File: config.mk
export PLATFORM = sky130hd
export DESIGN_NAME = yubex_edge_rate_meter
export DESIGN_NICKNAME = d
export VERILOG_FILES = /design/src/rtl/yubex_la_pkg.sv /design/src/rtl/yubex_hex7seg.sv /design/src/rtl/yubex_edge_rate_meter.sv
export SDC_FILE = /design/constraint.sdc
export NUM_CORES = 1
export LEC_CHECK = 0
export ABC_AREA = 1
export BUFFER_PORTS_ARGS = -buffer_cell sky130_fd_sc_hd__buf_4
export CAP_MARGIN = 20
export CELL_PAD_IN_SITES_DETAIL_PLACEMENT = 0
export CELL_PAD_IN_SITES_GLOBAL_PLACEMENT = 1
export CORE_ASPECT_RATIO = 1.75
export CORE_MARGIN = 2
export CORE_UTILIZATION = 44
export CTS_CLUSTER_SIZE = 12
export DETAILED_ROUTE_END_ITERATION = 10
export MAX_ROUTING_LAYER = met4
export PLACE_DENSITY = 0.77
export SYNTH_ARGS = -nofsm -noshare
export SYNTH_HDL_FRONTEND = slang
export SYNTH_SLANG_ARGS = --single-unit
File: constraint.sdc
create_clock -name clk -period 1.7 [get_ports clk]
set_clock_uncertainty 0.05 [all_clocks]
set_input_delay 0.255 -clock clk [delete_from_list [all_inputs] [get_ports clk]]
set_output_delay 0.255 -clock clk [all_outputs]
set_load 0.02 [all_outputs]
File: src/rtl/yubex_la_pkg.sv
// Shared definitions for the logic-analyzer probe blocks.
// Edge-select encodings and the 7-segment glyph table.
package yubex_la_pkg;

    typedef enum logic [1:0] {
        SEL_RISE   = 2'b00,
        SEL_FALL   = 2'b01,
        SEL_BOTH   = 2'b10,
        SEL_FREEZE = 2'b11
    } edge_sel_e;

    // Saturation value of the event counter: "more than 15".
    localparam logic [4:0] EVT_SAT = 5'd16;

    // Active-high a..g patterns, listed from digit F down to digit 0.
    localparam logic [15:0][6:0] SEG_TABLE = {
        7'h71, 7'h79, 7'h5E, 7'h39,
        7'h7C, 7'h77, 7'h6F, 7'h7F,
        7'h07, 7'h7D, 7'h6D, 7'h66,
        7'h4F, 7'h5B, 7'h06, 7'h3F
    };

endpackage

File: src/rtl/yubex_hex7seg.sv
// Hex digit to 7-segment decoder, purely combinational.
// Segment bit0 is a, bit6 is g, active-high.
module yubex_hex7seg
    import yubex_la_pkg::*;
(
    input  logic [3:0] hex_i,
    output logic [6:0] seg_o
);

    assign seg_o = SEG_TABLE[hex_i];

endmodule

File: src/rtl/yubex_edge_rate_meter.sv
// Counts edges of an asynchronous probe over a fixed clock window
// and shows the last window's count on a 7-segment digit.
module yubex_edge_rate_meter
    import yubex_la_pkg::*;
#(
    parameter int GATE_CYCLES = 12500,
    parameter int SYNC_STAGES = 2
) (
    input  logic       clk,
    input  logic       rst,
    input  logic       sig,
    input  logic [1:0] edge_sel,
    output logic [6:0] seg,
    output logic       dp,
    output logic       gate
);

    localparam int CW = $clog2(GATE_CYCLES);
    localparam logic [CW-1:0] TERM = CW'(GATE_CYCLES - 1);

    logic [SYNC_STAGES-1:0] sync_q;
    logic                   dly_q;
    logic [CW-1:0]          win_q, win_d;
    logic [4:0]             evt_q, evt_d;
    logic [3:0]             res_q, res_d;
    logic                   ovf_q, ovf_d;
    logic                   gate_q;

    edge_sel_e sel;
    logic      sync_last;
    logic      rise, fall, strobe, term;

    assign sel       = edge_sel_e'(edge_sel);
    assign sync_last = sync_q[SYNC_STAGES-1];
    assign rise      = sync_last & ~dly_q;
    assign fall      = ~sync_last & dly_q;
    assign term      = (win_q == TERM);

    // Freeze only holds the display; events keep counting as rising.
    always_comb begin
        strobe = 1'b0;
        unique case (sel)
            SEL_RISE:   strobe = rise;
            SEL_FALL:   strobe = fall;
            SEL_BOTH:   strobe = rise | fall;
            SEL_FREEZE: strobe = rise;
            default:    strobe = rise;
        endcase
    end

    always_comb begin
        win_d = term ? '0 : win_q + 1'b1;
        evt_d = evt_q;
        res_d = res_q;
        ovf_d = ovf_q;
        if (term) begin
            // A strobe in the terminal cycle opens the next window.
            evt_d = {4'b0, strobe};
            if (sel != SEL_FREEZE) begin
                res_d = evt_q[4] ? 4'hF : evt_q[3:0];
                ovf_d = evt_q[4];
            end
        end else if (strobe && evt_q != EVT_SAT) begin
            evt_d = evt_q + 5'd1;
        end
    end

    always_ff @(posedge clk or posedge rst) begin
        if (rst) begin
            sync_q <= '0;
            dly_q  <= 1'b0;
            win_q  <= '0;
            evt_q  <= '0;
            res_q  <= '0;
            ovf_q  <= 1'b0;
            gate_q <= 1'b0;
        end else begin
            sync_q <= {sync_q[SYNC_STAGES-2:0], sig};
            dly_q  <= sync_last;
            win_q  <= win_d;
            evt_q  <= evt_d;
            res_q  <= res_d;
            ovf_q  <= ovf_d;
            gate_q <= term;
        end
    end

    yubex_hex7seg u_hex7seg (
        .hex_i (res_q),
        .seg_o (seg)
    );

    assign dp   = ovf_q;
    assign gate = gate_q;

endmodule

==> impl_metrics.py <==
metrics = {
    "routing": {
        "totalWireLength_um": 3690,
        "antenna_left": 0,
        "drtIter0Drc": 17,
        "wl_per_cell_um": 11.71,
        "viasPerCell": 4.863,
        "vias": 1532,
        "drc": 0,
        "drtPass1Iterations": 4,
    },
    "floorplan": {
        "die_h_um": 88.86,
        "die_w_um": 52.49,
        "coreArea_um2": 3904,
        "io_pins": 14,
        "start_util": 0.4638,
        "die-area_um2": 4664,
        "std_cell_rows": 30,
    },
    "setup_path": {
        "worstPathArrival_ns": 1.51,
        "r2r_slack_ns": 0.21,
        "cp-end-kind": "output pin",
        "r2r-end": "evt_q[0]",
        "crit_chain": "inv_2 -> ha_4 -> a21oi_2 -> inv_1 -> a21oi_1 -> a31oi_1 -> buf_4",
        "startpoint_type": "register",
        "crit_type": "register to output pin",
        "required_ns": 1.39,
        "critical_path.max_fanout": 4,
        "ff2ff_path_depth": 7,
        "crit_slowest_cell": "dfrtp_1",
        "r2r-start": "sync_q[1]",
        "max_stage_delay_ns": 0.40,
    },
    "clock_network": {
        "cts-root-buf": "clkbuf_8",
        "cts_tree": "built",
        "clkSinkCount": 28,
        "clk_pin_slew_worst_paths_ns": 0.10,
        "clock_latency_ns": 0.28,
        "cts.path.max_buffers": 2,
        "numCtsBuffers": 3,
        "h-tree-depth": 1,
    },
    "timing": {
        "slew_headroom": 0.7607,
        "worstMarginPinSlew_ns": 0.3590,
        "report.final.slew_viol_count": 0,
        "worst_hold_slack_ns": 0.02117,
        "rsz0062_at_grt": "yes",
        "max_freq_mhz": 552.2,
        "hold_violations": 0,
        "post-route-min-period_ns": 1.811,
        "fin_ws_ns": -0.1108,
        "fin_crit_sh": 1.065,
        "setup_violations": 7,
    },
    "synthesis": {
        "synthCells": 243,
        "synth-async-reset-ratio": 1.000,
        "synth_cell_types": 24,
        "yosysSeqAreaShare": 0.3870,
        "ys_top_cells_by_area": "dfrtp_1 39%, nand2_1 11%, ha_1 10%",
        "yosysWarnings": 0,
        "synth.most_common_cell": "nand2_1",
        "netlist_area_um2": 1810,
        "synth_nets": 263,
        "yosys.area.top_type": "dfrtp_1",
        "syn_avg_cell_area_um2": 7.451,
        "synth_edf_count": 0,
        "synthTopCellsByCount": "55 x nand2_1, 43 x inv_1, 36 x nor2_1",
        "ys_seq_elements": 28,
        "synthFlopType": "dfrtp_1",
        "synth.top_cell.area_share": 0.3870,
    },
    "global_route": {
        "grt_max_degree": 29,
        "grt_pass1_vias": 1509,
        "use_met1": 0.1795,
        "met3_usage": 0.02027,
        "grt_first_pass_wirelength_um": 6396,
        "globalRoute.totalOverflow": 0,
        "grt_use_met2": 0.3716,
        "antenna_found_initial": 0,
        "grt.total_usage": 0.1893,
        "top_usage_layer": "met2",
    },
    "cells_and_area": {
        "antennaDiodeCount": 0,
        "syn2layout_area_growth_pct": 18.80,
        "multi_input_area_um2": 988.4,
        "ff_latch_area_um2": 701.9,
        "fillers": 403,
        "design_area_um2": 2151,
        "nets": 288,
        "drive_gt1_frac": 0.1873,
    },
    "status": {
        "status": "complete, but fails checks",
        "violations": "setup timing",
    },
    "hold_path": {
        "min_from": "sig",
        "min_delay_worst_endpoint": "sync_q[0]",
        "hold_depth": 1,
        "holdCritPathClass": "input pin to register",
    },
    "placement": {
        "io_buffers": 13,
        "place_hpwl_um": 2847,
        "placed_area_um2": 1991,
        "place_ws_ns": 0.1587,
        "gp_congestion": 0.7723,
    },
    "job": {
        "drv_cap": 0,
    },
    "power_and_ir_drop": {
        "p_per_area_nw_per_um2": 735.6,
        "irDropWorstVdd_mv": 0.5749,
        "leakage_nw": 1.116,
    },
}
==> worst max-delay path: cells and delay by family, from the launching register on <==
family / cells / cell delay (ns)
DFF: 1 / 0.40
buffers and inverters: 3 / 0.34
AOI/OAI and AO/OA: 3 / 0.28
adders and majority gates: 1 / 0.21
==> stage by stage <==
step / TNS [ns] / cells / utilization / power [mW]
detailed placement: 0 / 307 / 0.5099 / 1.071
finish: -0.3149 / 315 / 0.5510 / 1.582
global route: -0.8649 / 315 / 0.5510 / 1.671
global placement: 0 / 307 / 0.5099 / 1.069
CTS: -0.4830 / 315 / 0.5462 / 1.607
floorplan: 0 / 243 / - / 0.9872
==> logic make-up after synthesis <==
group / count (synthesis) / share of synthesized area
AOI/OAI and AO/OA: 21 / 0.06151
xor gates and xnor gates: 6 / 0.02903
adders and majority gates: 15 / 0.1037
buffers and inverters: 44 / 0.09122
DFF: 28 / 0.3870
and+or+nand+nor: 129 / 0.3276
==> layout by cell type, fill, tap and decap left out, types with 2 or more instances in the layout <==
cell      Yosys  layout
nand4_1       2       2
nor3_1        3       3
nand2_4       1       2
nor2_4        3       3
dfrtp_1      28      27
nor2_2        2       2
ha_2          0       3
buf_6         0       3
o21ai_0       9       3
nand2_2       4       4
nand2_1      55      54
nor2_1       36      36
inv_2         1       5
o21ai_1       6      12
buf_4         0      16
nand3_2       2       2
nand3_1      17      17
ha_1         15      10
a31oi_1       3       3
inv_1        43      39
clkbuf_8      0       3
xor2_1        6       6
ha_4          0       2
==> flip-flops by register name (all words and copies together), names as in the netlist <==
name and flops:
sync_q 2, res_q 4, dp 1, gate 1
evt_q 5, dly_q 1, win_q 14
==> power breakdown <==
group	internal [mW]	leakage, nW	switching [mW]
logic	0.105	0.718	0.145
clock network	0.316	0.0357	0.218
registers	0.718	0.362	0.0806
total	1.14	1.12	0.443
==> worst max-delay path by stage <==
stage,start,to,slack (ns),cells past startpoint
after floorplan,res_q[1],seg[0],0.08,5
after global placement,res_q[0],seg[3],0.18,7
after detailed placement,res_q[0],seg[0],0.16,6
after CTS,res_q[1],seg[3],-0.09,7
after global routing,res_q[0],seg[3],-0.16,7
final,res_q[1],seg[3],-0.11,7
==> final cells by class <==
cell class              instances  area share
inverters                      44     0.07679
repair buffers                 20     0.07621
well taps                      48     0.02792
flip-flops and latches         28      0.3264
multi-input cells             171      0.4596
clock inverters                 1     0.01396
clock buffers                   3     0.01920
==> per-layer routing <==
layer  up-vias  share of wire
met1       711           0.40
li1        798              -
met5         -              0
met2        17           0.57
met4         0          0.021
met3         6          0.015
==> what timing repair did <==
item	4_1_cts	5_1_grt
buffers inserted	3	0
resized for setup	16	7
hold buffers	1	0
hold endpoints to repair	16	0
pin swaps	4	5
setup endpoints to repair	7	7
Note: power is estimated with default switching activity, not from simulation.
